`config.mk`:
```
export PLATFORM = sky130hd
export DESIGN_NAME = vga_sync_capture
export DESIGN_NICKNAME = d
export VERILOG_FILES = /design/src/rtl/vga_sync_capture.sv
export SDC_FILE = /design/constraint.sdc
export NUM_CORES = 1
export LEC_CHECK = 0
export ABC_AREA = 0
export ABC_CLOCK_PERIOD_IN_PS = 8850
export CORE_ASPECT_RATIO = 0.75
export CORE_MARGIN = 10
export CORE_UTILIZATION = 45
export CTS_CLUSTER_DIAMETER = 120
export DETAILED_ROUTE_END_ITERATION = 10
export DONT_BUFFER_PORTS = 1
export SLEW_MARGIN = 20
export SYNTH_ARGS = -nofsm -noshare
export SYNTH_HDL_FRONTEND = slang
export SYNTH_SLANG_ARGS = --single-unit
```
`constraint.sdc`:
```
create_clock -name clk -period 8.85 [get_ports clk]
set_input_delay 0.885 -clock clk [delete_from_list [all_inputs] [get_ports clk]]
set_output_delay 0.885 -clock clk [all_outputs]
set_load 0.005 [all_outputs]
```
`src/rtl/vga_sync_capture.sv`:
```
// vga_sync_capture: locks to an incoming VGA stream and reports
// per-pixel coordinates, colour and frame markers downstream.
module vga_sync_capture #(
    parameter int H_SYNC   = 96,
    parameter int H_BACK   = 48,
    parameter int H_ACTIVE = 640,
    parameter int H_TOTAL  = 800,
    parameter int V_SYNC   = 2,
    parameter int V_BACK   = 33,
    parameter int V_ACTIVE = 480,
    parameter int V_TOTAL  = 525
) (
    input  logic       clk,
    input  logic       rst,
    input  logic       pix_en,
    input  logic       vga_hsync,
    input  logic       vga_vsync,
    input  logic [2:0] rgbIn,
    output logic [9:0] PosX,
    output logic [9:0] PosY,
    output logic       pix_valid,
    output logic [2:0] rgbOut,
    output logic       frame_start,
    output logic       locked,
    output logic [7:0] err_cnt
);

    localparam int H_START = H_SYNC + H_BACK;
    localparam int V_START = V_SYNC + V_BACK;

    localparam logic [9:0]  CNT_MAX = 10'd1023;
    localparam logic [10:0] H_LEN   = 11'(H_TOTAL);
    localparam logic [10:0] V_LEN   = 11'(V_TOTAL);
    localparam logic [9:0]  H_END   = 10'(H_TOTAL);
    localparam logic [9:0]  H_LO    = 10'(H_START);
    localparam logic [9:0]  H_HI    = 10'(H_START + H_ACTIVE);
    localparam logic [9:0]  V_LO    = 10'(V_START);
    localparam logic [9:0]  V_HI    = 10'(V_START + V_ACTIVE);

    typedef enum logic [1:0] {
        SEARCH,
        MEASURE,
        LOCKED
    } state_t;

    state_t     state;
    state_t     state_nx;
    logic       hs_q;
    logic       vs_q;
    logic       h_seen;
    logic [9:0] h_cnt;
    logic [9:0] v_cnt;
    logic [9:0] h_nx;
    logic [9:0] v_nx;
    logic       hs_edge;
    logic       vs_edge;
    logic       line_bad;
    logic       frame_bad;
    logic       h_timeout;
    logic       vis;
    logic       fs_nx;
    logic       err_inc;

    assign hs_edge = pix_en & hs_q & ~vga_hsync;
    assign vs_edge = pix_en & vs_q & ~vga_vsync;

    // Post-update counter values; vsync wins over hsync for v_cnt.
    always_comb begin
        h_nx = h_cnt;
        v_nx = v_cnt;
        if (pix_en) begin
            if (hs_edge)
                h_nx = '0;
            else if (h_cnt != CNT_MAX)
                h_nx = h_cnt + 10'd1;
            if (vs_edge)
                v_nx = '0;
            else if (hs_edge && v_cnt != CNT_MAX)
                v_nx = v_cnt + 10'd1;
        end
    end

    assign line_bad  = hs_edge & h_seen &
                       (({1'b0, h_cnt} + 11'd1) != H_LEN);
    assign frame_bad = vs_edge &
                       (({1'b0, v_cnt} + 11'd1) != V_LEN);
    assign h_timeout = pix_en & ~hs_edge & (h_nx == H_END);

    always_ff @(posedge clk or negedge rst) begin
        if (!rst)
            state <= SEARCH;
        else if (pix_en)
            state <= state_nx;
    end

    always_comb begin
        state_nx = state;
        unique case (state)
            SEARCH: begin
                if (vs_edge)
                    state_nx = MEASURE;
            end
            MEASURE: begin
                if (line_bad)
                    state_nx = SEARCH;
                else if (vs_edge && !frame_bad)
                    state_nx = LOCKED;
            end
            LOCKED: begin
                if (line_bad || frame_bad || h_timeout)
                    state_nx = SEARCH;
            end
            default: state_nx = SEARCH;
        endcase
    end

    always_comb begin
        vis = pix_en && (state_nx == LOCKED) &&
              (h_nx >= H_LO) && (h_nx < H_HI) &&
              (v_nx >= V_LO) && (v_nx < V_HI);
        fs_nx   = vs_edge && (state_nx == LOCKED);
        err_inc = (state == LOCKED) && (state_nx == SEARCH);
    end

    assign locked = (state == LOCKED);

    // Sync samples idle high so reset never fakes a leading edge.
    always_ff @(posedge clk or negedge rst) begin
        if (!rst) begin
            hs_q   <= 1'b1;
            vs_q   <= 1'b1;
            h_cnt  <= '0;
            v_cnt  <= '0;
            h_seen <= 1'b0;
        end else if (pix_en) begin
            hs_q  <= vga_hsync;
            vs_q  <= vga_vsync;
            h_cnt <= h_nx;
            v_cnt <= v_nx;
            if (hs_edge)
                h_seen <= 1'b1;
        end
    end

    always_ff @(posedge clk or negedge rst) begin
        if (!rst) begin
            PosX        <= '0;
            PosY        <= '0;
            rgbOut      <= '0;
            pix_valid   <= 1'b0;
            frame_start <= 1'b0;
            err_cnt     <= '0;
        end else begin
            pix_valid   <= vis;
            frame_start <= fs_nx;
            if (vis) begin
                PosX   <= h_nx - H_LO;
                PosY   <= v_nx - V_LO;
                rgbOut <= rgbIn;
            end
            if (err_inc && err_cnt != 8'hFF)
                err_cnt <= err_cnt + 8'd1;
        end
    end

endmodule

```
Yosys cells after proc, flatten, opt, wreduce, memory -nomap -nowiden
Index checks and enable logic that the tools add are counted.

storage, ports and cells
  output and inout port bits = 34
  register bits after elaboration = 58
  bits of input ports = 8
  word-level logic and storage cells = 71

operators by class
  reductions and logical operators = 16
  bitwise gates (word level) = 12
  equality and inequality tests = 9
  magnitude comparators = 4
  add/sub/neg operators = 7
  multiplexer cells = 11

operator list
  operator                                                                               count
  10-bit 2-to-1 mux                                                                      6
  10-bit by 1-bit adder with 11-bit output (second input constant)                       2
  11-bit by 10-bit inequality test with 1-bit output (second input constant)             2
  10-bit by 1-bit adder with 10-bit output (second input constant)                       2
  10-bit less-than comparator (second input constant)                                    2
  10-bit inequality test (second input constant)                                         2
  10-bit == test (second input constant)                                                 1
  10-bit by 6-bit greater-or-equal comparator with 1-bit output (second input constant)  1
  10-bit by 8-bit greater-or-equal comparator with 1-bit output (second input constant)  1
  1-bit logical AND                                                                      10
  10-bit by 6-bit subtractor with 10-bit output (second input constant)                  1
  10-bit by 8-bit subtractor with 10-bit output (second input constant)                  1
  1-bit AND                                                                              9
  8-bit by 1-bit adder with 8-bit output (second input constant)                         1
  2-bit 2-to-1 mux                                                                       4
  8-bit inequality test (second input constant)                                          1
  2-bit case mux with 3 select lines                                                     1
  2-bit == test (second input constant)                                                  2
  2-bit zero test                                                                        2
  1-bit NOT                                                                              3
  2-bit by 1-bit == test with 1-bit output (second input constant)                       1
  1-bit logical OR                                                                       2
  2-bit AND reduction                                                                    1
  1-bit zero test                                                                        1

Depth between registers and ports, before layout
  depth in word-level cells = 15
  gate-level depth with buffers = 16
  depth with buffers taken out = 14

Least setup slack after synthesis
Ideal clock, no wire load.

  kind = input -> register
  start point = in pix_en
  end point = reg PosX[1]
  arrival time = 3.630 ns
  path buffers = 4
  path slack = 5.092 ns
  library setup time = 0.128 ns
  cell stages on the path = 15
  data required time = 8.722 ns
  cell sequence = buf_2 buf_1 clkbuf_1 a31oi_1 a21oi_1 inv_1 ha_1 nand3_1 a21oi_1 nand3_1 nor4_1 a211o_1 a221oi_4 buf_6 mux2_1

on the way
  longest elaborated chain between the ends = 15
  elaborated cells between the ends (all ways) = 37
  those cells by class = add/sub: 1; order compare: 4; eq/ne: 2; mux: 10; bitwise: 10; reduce/logical: 10

ends and longest elaborated chain
  what                                RTL line  RTL
  from (decl)                         15        input logic pix_en,
  1-bit AND (2 in a row)              64        assign hs_edge = pix_en & hs_q & ~vga_hsync;
  10-bit 2-to-1 mux                   72        if (hs_edge)
  10-bit 2-to-1 mux *                 71        if (pix_en) begin
  net h_nx[4]                         53        logic [9:0] h_nx;
  10-bit == test                      87        assign h_timeout = pix_en & ~hs_edge & (h_nx == H_END);
  1-bit AND                           87
  1-bit logical OR                    110       if (line_bad || frame_bad || h_timeout)
  2-bit 2-to-1 mux                    110
  2-bit case mux with 3 select lines  98        unique case (state)
  2-bit == test                       118       vis = pix_en && (state_nx == LOCKED) &&
  1-bit logical AND (2 in a row)      118
  1-bit logical AND * (2 in a row)    119       (h_nx >= H_LO) && (h_nx < H_HI) &&
  1-bit logical AND *                 120       (v_nx >= V_LO) && (v_nx < V_HI);
  net vis                             60        logic vis;
  to (signal assigned)                157       PosX <= h_nx - H_LO;
  to (decl)                           19        output logic [9:0] PosX,

The timed path passes the listed nets; every way through them passes the cells marked *.
A chain may end at the register's enable or synchronous reset.

Worst setup path in the final report
  start point = reg v_cnt[1]
  end point = reg rgbOut[0]

on the way
  elaborated cells between the ends (all ways) = 25
  those cells by class = add/sub: 2; order compare: 2; eq/ne: 3; mux: 7; bitwise: 1; reduce/logical: 10

RTL lines
  what                                                                                              RTL line  RTL
  from (decl)                                                                                       52        logic [9:0] v_cnt;
  from (signal assigned)                                                                            139       v_cnt <= v_nx;
  parallel branches: the longest is 4 deep, another holds 10-bit by 1-bit adder with 10-bit output  n/a
  10-bit 2-to-1 mux *                                                                               71
  net v_nx[1]                                                                                       54        logic [9:0] v_nx;
  10-bit by 6-bit greater-or-equal comparator with 1-bit output                                     120
  1-bit logical AND                                                                                 119
  1-bit logical AND *                                                                               120
  to (signal assigned)                                                                              159       rgbOut <= rgbIn;
  to (decl)                                                                                         22        output logic [2:0] rgbOut,

Mark *: on every way through the listed nets, which the timed path passes.

==> results by stage <==
Routing:
- In the routed layout, each cell is associated on average with a via count of 5.96.
- The iteration count of the initial detailed-routing pass is 5.
- Summing over every cut layer, the via total after detailed routing is 2600.
- The total routed wirelength is slightly above 8 mm.
- The routed length per placed instance is 18.6 um.
- In this run the remaining antenna-violating nets after routing total 0.
- The final routed DRC violation total is 0.
- In this run, the number of DRC markers left after iteration 0 of detailed routing was 142.

Critical path:
- The worst setup path is captured at a flip-flop.
- Traced cell by cell, the critical path runs through ha_1 > nand4_1 > nor3_1 > nand2_1 > a32o_1 > ha_1 > nor4_1 > nand4_1 > a221oi_4 > buf_8 > mux2_2.
- For the worst setup path, the data required time is between 9 and 10 ns.
- For flop-to-flop paths, the worst setup slack is 4.63 ns.
- The maximum single-stage delay on the critical path is roughly 0.67 ns.
- The cell with the largest stage delay on the worst path is sky130_fd_sc_hd__a221oi_4.
- The data arrival time of the critical path is 4.46 ns.
- The worst setup path is of the flip-flop to flip-flop kind.
- Along the worst path, the maximum fanout reaches 13.
- The type of origin of the critical path is a flip-flop.
- The cell depth of the worst flop-to-flop path is 11.

GRT:
- The number of global-route vias before repair is 2428.
- The total congestion overflow after global routing is 0.
- The overall fraction of global-route tracks in use is 14.7%.
- The pin count of the biggest net entering global routing is 59.
- The first global-routing pass estimated 13.2 mm of wire.
- The number of antenna violations at the first check in global routing is 0.

Timing:
- The final setup violation count is 0.
- Static timing analysis puts the maximum clock frequency at 237 MHz.
- The remaining max-slew budget at the tightest pin is 47.8%.
- The number of pins with negative max-slew slack in the final report came to 0.
- The clock skew is 0.00767 ns.
- Setup repair after global routing left no endpoint under its margin.
- At the pin with the least slew margin, the transition time is 0.779 ns.
- Adding up every negative setup slack in the final design gives 0 ns.
- The worst path uses 47.7% of the clock period.
- The final critical delay including setup and external delays is 4.22 ns.
- The number of hold violations in the final report is 0.

Pwr:
- The power density of the placed cells is 181 nW/um^2.
- The analysis attributes to cell leakage a power of 1.60 nW.
- The peak supply drop is 0.0996 mV.

Status:
- The run finished with clean final reports.

Die:
- The floorplan step defined a die boundary enclosing 11300 sq um.
- The area of the core is 7300 sq um.
- The floorplan has 27 rows.
- The die is ~120 um wide.
- The effective utilization at floorplan is a little under half.
- The vertical extent of the die is around 95 um.
- The I/O pin total is between 40 and 50.

CTS:
- After clock tree synthesis, the clock-pin slew on the worst setup and hold paths is 0.08 ns.
- The total clock buffers created by CTS is 9.
- The worst-case clock buffer depth is 2.
- The number of levels in the clock H-tree is 3.
- After clock tree synthesis, the flow added hold-fix buffers numbering 0.
- Once the clock tree was built, the resizer swapped 0 gates to a different size.
- The insertion delay to the later sink of the worst-skew pair is 0.35 ns.
- The cell at the root of the clock tree is sky130_fd_sc_hd__clkbuf_8.
- TritonCTS built the clock tree.
- The number of buffers inserted to repair setup after CTS is 0.
- Clock tree synthesis found a total of between 50 and 60 sinks.

Final layout:
- The layout cell share with drive strength beyond 1 is between 10% and 20%.
- Compared with the post-synthesis result, the final layout area differs by 7.97%.
- The final core utilization is 49.5%.
- The total number of nets in the final design is 346.
- The register cell area after layout is 1450 sq um.
- The area taken by multi-input logic gates is 1760 sq um.
- The repair_antennas step left the layout with diodes totalling 0.
- The finished layout holds ~440 standard cells, fillers aside.
- The filler cells instantiated in the layout total 706.

Job:
- The number of max-cap violations is 0.

Place:
- The number of buffers added on ports is 0.
- The placer congestion estimate is 0.901.
- The post-placement cell count is 420.
- The placed wire-length estimate after detailed placement is 5.86 mm.

Synth:
- The leading register cell type out of synthesis is sky130_fd_sc_hd__dfrtp_1.
- After synthesis, the cell types taking the most area are sky130_fd_sc_hd__dfrtp_1 (42%), sky130_fd_sc_hd__mux2_1 (5.7%), sky130_fd_sc_hd__ha_1 (3.0%).
- The cell area that synthesis handed to floorplanning was 3350 sq um.
- For this run, the number of Yosys warnings is 0.
- In this run, distinct cell masters in the synthesized netlist total 60.
- The flip-flop and latch count after synthesis is 58.
- In this run, synthesis inferred 0 flip-flops with an integrated enable.
- Yosys instantiated no cell more often than sky130_fd_sc_hd__dfrtp_1.
- The instance count of the mapped netlist is 334.
- Ranked by instance count, the synthesized netlist is headed by sky130_fd_sc_hd__dfrtp_1 (56), sky130_fd_sc_hd__nand2_1 (26), sky130_fd_sc_hd__a21oi_1 (19).
- The share of Yosys cell area claimed by the top area cell type is 41.9%.
- The share of synthesized registers carrying an async set or reset is 100%.
- The average instance in the mapped netlist occupies approximately 10 sq um.
- sky130_fd_sc_hd__dfrtp_1 takes more of the synthesized area than any other cell.
- Summing the sequential cell areas from Yosys gives 43.5% of the chip area.
- The net count of the mapped netlist is 350.

Worst hold path:
- The class of the tightest hold or removal check is primary input to asynchronous set/reset pin.
## power breakdown
part | internal [mW] | total (mW) | switching [mW] | leakage, nW
logic | 0.0349 | 0.0880 | 0.0531 | 0.720
clock network | 0.141 | 0.262 | 0.121 | 0.104
registers | 0.283 | 0.305 | 0.0227 | 0.773
total | 0.458 | 0.655 | 0.197 | 1.60
## final cells by class
class | instances | share of cell area, %
multi-input cells | 248 | 48.8
flip-flops and latches | 58 | 40.2
clock buffers | 10 | 3.81
well taps | 101 | 3.50
clock inverters | 6 | 2.01
inverters | 12 | 1.25
repair buffers | 1 | 0.416
## metal layers
layer  global-route usage (%)  up-vias  part of all wire (%)
met5                        0        -                     0
met4                     3.61        0                  0.89
met3                     7.75        7                    12
met2                     18.5      120                    39
met1                     21.1     1250                    48
li1                         -     1223                     -
## sequential cells by signal, indices dropped and copies added, names as in the netlist
name / cells
v_cnt: 10
state: 2
err_cnt: 8
rgbOut: 3
hs_q: 1
h_seen: 1
pix_valid: 1
frame_start: 1
PosX: 10
h_cnt: 10
PosY: 10
vs_q: 1
## metrics by stage
step                hold WS [ns]  total power [mW]  instance area [sq um]  setup WS (ns)
detailed placement         0.456             0.396                   3400           4.54
global route               0.187             0.691                   3610           4.35
CTS                        0.203             0.661                   3610           4.66
floorplan                  0.435             0.373                   3350           5.09
global placement           0.450             0.395                   3390           4.46
finish                     0.226             0.655                   3610           4.63
## cell usage in the layout, fill, tap and decap left out, types with 3 or more instances in the layout
| cell type | instances |
|---|---|
| sky130_fd_sc_hd__a211oi_1 | 4 |
| sky130_fd_sc_hd__a21oi_1 | 19 |
| sky130_fd_sc_hd__a31oi_1 | 3 |
| sky130_fd_sc_hd__a32o_1 | 3 |
| sky130_fd_sc_hd__and2_1 | 5 |
| sky130_fd_sc_hd__and3_1 | 9 |
| sky130_fd_sc_hd__clkbuf_8 | 10 |
| sky130_fd_sc_hd__dfrtp_1 | 56 |
| sky130_fd_sc_hd__ha_1 | 8 |
| sky130_fd_sc_hd__inv_1 | 11 |
| sky130_fd_sc_hd__inv_6 | 3 |
| sky130_fd_sc_hd__mux2_1 | 17 |
| sky130_fd_sc_hd__mux2_2 | 8 |
| sky130_fd_sc_hd__nand2_1 | 26 |
| sky130_fd_sc_hd__nand2b_1 | 8 |
| sky130_fd_sc_hd__nand3_1 | 16 |
| sky130_fd_sc_hd__nand3b_1 | 3 |
| sky130_fd_sc_hd__nand4_1 | 9 |
| sky130_fd_sc_hd__nor2_1 | 18 |
| sky130_fd_sc_hd__nor3_1 | 3 |
| sky130_fd_sc_hd__nor4_1 | 4 |
| sky130_fd_sc_hd__o21ai_0 | 14 |
| sky130_fd_sc_hd__o41ai_1 | 4 |
| sky130_fd_sc_hd__or3_1 | 3 |
| sky130_fd_sc_hd__xnor2_1 | 11 |
| sky130_fd_sc_hd__xor2_1 | 11 |
## logic make-up after synthesis
group / count (synthesis) / share of synthesized area [%]
muxes: 27 / 9.01
xor gates and xnor gates: 22 / 5.76
AOI/OAI and AO/OA: 73 / 15.6
adders and majority gates: 8 / 2.99
and+or+nand+nor: 118 / 19.3
DFF: 58 / 43.5
buffers and inverters: 28 / 3.89
## worst max-delay path, delay by kind of cell, from the launching register on
| kind | cells | cell delay [ns] |
|---|---|---|
| adder cells (fa/ha/maj) | 2 | 0.58 |
| AND/OR/NAND/NOR | 5 | 1.49 |
| AO/OA/AOI/OAI | 2 | 0.98 |
| buffers and inverters | 1 | 0.24 |
| multiplexers | 1 | 0.34 |
| flip-flops | 1 | 0.47 |
## path summary, 6_finish.rpt
kind                       startpoint   endpoint
max in group asynchronous         rst       vs_q
min in group clk               h_seen     h_seen
max reg2reg                  v_cnt[1]  rgbOut[0]
max                          v_cnt[1]  rgbOut[0]
min                               rst    PosX[8]
min reg2reg                    h_seen     h_seen
No activity file was read; power rests on OpenSTA's default activity.
